**config.mk**
```make
export PLATFORM = sky130hd
export DESIGN_NAME = rf_writeback_queue
export DESIGN_NICKNAME = d
export VERILOG_FILES = /design/src/rtl/rf_writeback_queue.sv
export SDC_FILE = /design/constraint.sdc
export NUM_CORES = 1
export LEC_CHECK = 0
export ABC_AREA = 1
export CORE_ASPECT_RATIO = 0.75
export CORE_MARGIN = 2
export CORE_UTILIZATION = 40
export CTS_BUF_LIST = sky130_fd_sc_hd__clkbuf_8 sky130_fd_sc_hd__clkbuf_16
export DETAILED_ROUTE_END_ITERATION = 10
export GPL_ROUTABILITY_DRIVEN = 1
export HOLD_SLACK_MARGIN = 0.08
export SKIP_LAST_GASP = 1
export SLEW_MARGIN = 0
export SYNTH_ARGS = -nofsm -noshare
export SYNTH_HDL_FRONTEND = slang
export SYNTH_SLANG_ARGS = --single-unit
```
**constraint.sdc**
```tcl
create_clock -name clk -period 5.7 [get_ports clk]
set_input_delay 0.57 -clock clk [delete_from_list [all_inputs] [get_ports clk]]
set_output_delay 0.57 -clock clk [all_outputs]
set_load 0.005 [all_outputs]
```
**src/rtl/rf_writeback_queue.sv**
```systemverilog
// ============================================================================
// rf_writeback_queue : in-order write-back FIFO feeding the register-file
//                      write port, with read bypass of pending results
// Revision 1.0
// ============================================================================
`default_nettype none

module rf_writeback_queue #(
    parameter int DEPTH  = 4,
    parameter int DATA_W = 32,
    parameter int ADDR_W = 5
) (
    input  logic                     clk,
    input  logic                     rst,
    // producer side
    input  logic                     wb_valid,
    output logic                     wb_ready,
    input  logic [ADDR_W-1:0]        wb_addr,
    input  logic [DATA_W-1:0]        wb_data,
    input  logic                     wb_zero,
    input  logic                     wb_carry,
    // register-file write port
    output logic                     rf_we,
    output logic [ADDR_W-1:0]        rf_waddr,
    output logic [DATA_W-1:0]        rf_wdata,
    input  logic                     rf_wack,
    // bypass queries
    input  logic [ADDR_W-1:0]        rs_addr,
    input  logic [ADDR_W-1:0]        rt_addr,
    output logic                     rs_hit,
    output logic [DATA_W-1:0]        rs_fwd,
    output logic                     rt_hit,
    output logic [DATA_W-1:0]        rt_fwd,
    // status
    output logic                     last_zero,
    output logic                     last_carry,
    output logic [$clog2(DEPTH):0]   count
);

    localparam int PTR_W = $clog2(DEPTH);
    localparam int CNT_W = PTR_W + 1;
    localparam logic [CNT_W-1:0] c_FULL_CNT = CNT_W'(DEPTH);

    // Entry storage
    logic [ADDR_W-1:0] ent_addr_q  [DEPTH];
    logic [DATA_W-1:0] ent_data_q  [DEPTH];
    logic              ent_zero_q  [DEPTH];
    logic              ent_carry_q [DEPTH];

    logic [PTR_W-1:0]  head_q, head_d;
    logic [PTR_W-1:0]  tail_q, tail_d;
    logic [CNT_W-1:0]  count_q, count_d;
    logic              last_zero_q, last_zero_d;
    logic              last_carry_q, last_carry_d;

    logic              w_full;
    logic              w_nonempty;
    logic              w_push;
    logic              w_pop;

    assign w_full     = (count_q == c_FULL_CNT);
    assign w_nonempty = (count_q != '0);

    // Writes to $0 complete the handshake but are never stored.
    assign w_push = wb_valid && !w_full && (wb_addr != '0);
    assign w_pop  = w_nonempty && rf_wack;

    // ------------------------------------------------------------------------
    // Next-state logic
    // ------------------------------------------------------------------------
    always_comb begin
        head_d       = head_q;
        tail_d       = tail_q;
        last_zero_d  = last_zero_q;
        last_carry_d = last_carry_q;
        count_d      = count_q + CNT_W'(w_push) - CNT_W'(w_pop);

        if (w_pop) begin
            head_d       = head_q + 1'b1;
            last_zero_d  = ent_zero_q[head_q];
            last_carry_d = ent_carry_q[head_q];
        end
        if (w_push) begin
            tail_d = tail_q + 1'b1;
        end
    end

    // ------------------------------------------------------------------------
    // State registers
    // ------------------------------------------------------------------------
    always_ff @(posedge clk or posedge rst) begin
        if (rst) begin
            head_q       <= '0;
            tail_q       <= '0;
            count_q      <= '0;
            last_zero_q  <= 1'b0;
            last_carry_q <= 1'b0;
            for (int i = 0; i < DEPTH; i++) begin
                ent_addr_q[i]  <= '0;
                ent_data_q[i]  <= '0;
                ent_zero_q[i]  <= 1'b0;
                ent_carry_q[i] <= 1'b0;
            end
        end else begin
            head_q       <= head_d;
            tail_q       <= tail_d;
            count_q      <= count_d;
            last_zero_q  <= last_zero_d;
            last_carry_q <= last_carry_d;
            if (w_push) begin
                ent_addr_q[tail_q]  <= wb_addr;
                ent_data_q[tail_q]  <= wb_data;
                ent_zero_q[tail_q]  <= wb_zero;
                ent_carry_q[tail_q] <= wb_carry;
            end
        end
    end

    // ------------------------------------------------------------------------
    // Bypass: scan oldest to youngest so the youngest match overrides.
    // The entry being popped this cycle is still inside the window.
    // ------------------------------------------------------------------------
    always_comb begin
        logic [PTR_W-1:0] idx;
        idx    = head_q;
        rs_hit = 1'b0;
        rs_fwd = '0;
        rt_hit = 1'b0;
        rt_fwd = '0;
        for (int k = 0; k < DEPTH; k++) begin
            idx = head_q + PTR_W'(k);
            if (CNT_W'(k) < count_q) begin
                if ((rs_addr != '0) && (ent_addr_q[idx] == rs_addr)) begin
                    rs_hit = 1'b1;
                    rs_fwd = ent_data_q[idx];
                end
                if ((rt_addr != '0) && (ent_addr_q[idx] == rt_addr)) begin
                    rt_hit = 1'b1;
                    rt_fwd = ent_data_q[idx];
                end
            end
        end
    end

    // ------------------------------------------------------------------------
    // Outputs
    // ------------------------------------------------------------------------
    assign wb_ready   = !w_full;
    assign rf_we      = w_nonempty;
    assign rf_waddr   = w_nonempty ? ent_addr_q[head_q] : '0;
    assign rf_wdata   = w_nonempty ? ent_data_q[head_q] : '0;
    assign last_zero  = last_zero_q;
    assign last_carry = last_carry_q;
    assign count      = count_q;

endmodule

`default_nettype wire

```
==> impl_metrics.toml <==
[route]
drtAntennaViolNets = 0
firstDrtPassIters = 5
drt_wl_total_microns = 49500
drc_errors = 0
routed_via_density = 5.33
drt-wirelength-per-cell_microns = 17.6
via_count = 15000
first_iter_violations = 1729

[sta]
finalClockSkew_ns = 0.0117
finalMaxSlewViolations = 0
post-route-min-period_ns = 4.63
period_share_pct = 81.2
tightest_slew_ns = 1.21
setup_viol = 0
slew_headroom_pct = 19.1
hold_viol = 0
tns_ns = 0
fmax_mhz = 216
rsz0062_at_grt = "no"

[pwr]
p_int_mw = 5.12
power_density_nw_per_um2 = 711
switching_share_pct = 54.4
leakage_nw = 7.59
power.switching_mw = 6.12
comb_power_share_pct = 70.4
seqPwrFrac_pct = 18.9
vdd_drop_max_uv = 470
pwr-share-clk_pct = 10.7

[floorplanning]
core_area_sq_um = 33400
initial_utilization_pct = 40.5
pin_count = 163
rows = 58
design.die.area_sq_um = 35300
fp.dieH_microns = 163
dieWidth_microns = 216

[final_layout]
final_cell_mix = "nand2_1, o21ai_0, nor2_1"
diodes = 0
final_nets = 2411
syn2layout_area_growth_pct = 17.1
post_layout_nonfiller_instances = 2812
final_layout_size_suffix_gt1_share_pct = 4.49
fill_cells = 3511
multiInputGateArea_sq_um = 7900
layout_commonest_cell = "nand2_1"
utilization_pct = 47.4
register_area_sq_um = 4140

[clock_network]
clock_latency_ns = 0.45
cts_buffers = 17
cts_buffer_depth = 2
h-tree-depth = 4
postCtsSetupBuffers = 0
path_clk_slew_ns = 0.07
cts_sinks = 165
cts_resized = 0
cts_tree = "done"
postCtsHoldBufs = 0
cts-root-buf = "clkbuf_16"

[global_route]
antenna_found_initial = 0
grt_max_degree = 137
grtUsageMet2_pct = 42.3
gr-total-overflow = 0
grt_pass1_vias = 13600
use_met1_pct = 41.2
grt_usage_pct = 28.2
grt_pass1_wl_microns = 77400
top_usage_layer = "met2"
grtUsageMet3_pct = 6.37

[place]
port-buffer-count = 162
dp_hpwl_microns = 31400
dp_cells = 2780
place.gp.congestion = 0.927

[setup_path]
required_ns = 5.13
slowest_stage = "dfrtp_4"
arrival_ns = 4.06
cp-start-kind = "flip-flop"
cp.buffers_inverters = 3
max_stage_delay_ns = 0.79
critical_path_class = "reg -> out"
path_cells = "inv_4 > nand2_2 > nand2_4 > o21ai_1 > nor2_1 > nor2_1 > nand2_1 > nor2_4 > buf_4 > nor2_1 > nand2_1 > nand2_1 > clkdlybuf4s50_1"
crit_family = "simple AND/OR/NAND/NOR gates"
path_max_fanout = 57
cp-end-kind = "primary output"

[logic_synthesis]
synth_top_cell_area_share_pct = 30.6
synth_compound_area_share_pct = 16.5
synth-edff-count = 0
synth_area_leaders = "dfrtp_1, nand2_1, o21ai_0"
synth-main-ff-cell = "dfrtp_1"
ys_seq_area_share_pct = 30.6
synth.avg_cell_area_sq_um = 5.87
synthArstFlopShare_pct = 100
synth_xor_area_share_pct = 0.713
synth_top_family_by_area = "simple AND/OR/NAND/NOR gates"
yosys_warnings = 0
synthAdderAreaFrac_pct = 0.889
syn_area_sq_um = 13500
synth_area_leader_cell = "dfrtp_1"
synthMuxAreaShare_pct = 0
synth.distinct_cells = 30
synthSimpleGateAreaFrac_pct = 39.9
ys_seq_elements = 165
syn_nets = 2363
synthCells = 2301

[flow_run]
drv_cap = 0

[worst_hold_path]
hp-class = "reg -> reg"

[status]
status = "complete, no violations"
## power by group through the flow
stage | registers (mW) | logic [mW] | clock network [mW]
floorplan | 1.97 | 4.96 | 0
global placement | 2.12 | 7.70 | 0
detailed placement | 2.14 | 7.79 | 0
finish | 2.13 | 7.92 | 1.20
global route | 2.21 | 8.81 | 1.27
CTS | 2.12 | 7.83 | 1.22
## path summary, 6_finish.rpt
path | depth (start not counted) | from | endpoint | slack, ns
worst max-delay path | 13 | head_q[0] | rs_fwd[10] | 1.07
worst max register to register | 7 | count[1] | ent_data_q[17] | 2.49
max in group asynchronous | 3 | rst | head_q[1] | 3.82
min in group asynchronous | 2 | rst | ent_data_q[123] | 0.63
worst min-delay path | 2 | last_carry | last_carry | 0.49
worst min register to register | 2 | last_carry | last_carry | 0.49
## synthesized netlist by cell type, types with 8 or more instances
library cell	instances
nand3_1	120
o21ai_0	366
buf_2	63
buf_6	12
o21ai_1	58
nand4_1	66
ha_1	8
buf_1	8
clkbuf_1	70
inv_1	188
nand3_2	9
dfrtp_1	165
nand2_1	848
nor2_1	263
buf_4	11
xor2_1	11
## metrics by stage
stage          power [mW]  instance area (sq um)  hold WS (ns)  setup WS, ns
6_report             11.2                  15800         0.489          1.07
5_1_grt              12.3                  15800         0.530         0.720
4_1_cts              11.2                  15800         0.493          1.13
3_5_place_dp         9.93                  15200         0.476          1.61
3_3_place_gp         9.83                  15200         0.467          1.62
2_1_floorplan        6.93                  13500         0.473         0.668
## final cells by class
cell class,instances,area share (%)
inverter,191,4.58
tap,450,3.56
sequential,165,26.1
timing repair buffer,193,12.1
clock buffer,17,2.69
multi-input combinational,1781,49.9
clock inverter,15,1.02
## flip-flops by register name, summed over array words and instances (netlist names), 2 cells and up
signal	flops
ent_data_q	128
ent_addr_q	20
ent_carry_q	4
ent_zero_q	4
count	3
head_q	2
tail_q	2
## cells by family (layout without fill, tap and decap cells)
logic type,count (synthesis),in the layout
buf+inv,355,416
fa+ha+maj,9,9
xor+xnor,11,11
compound gates,438,438
flops,165,165
simple gates,1323,1323
## worst register-to-register path, cell delays in order (launching register included)
cell	delay, ns
dfrtp_1	0.49
inv_1	0.10
nand3_1	0.23
o311ai_4	0.41
buf_4	0.38
nor2_4	0.72
buf_4	0.57
o21ai_0	0.17
## layer usage
metal	up-vias	wire (microns)
li1	7410	-
met5	-	0
met1	6827	23500
met3	49	4920
met4	0	675
met2	688	20400
(Power assumes the default switching activity.)
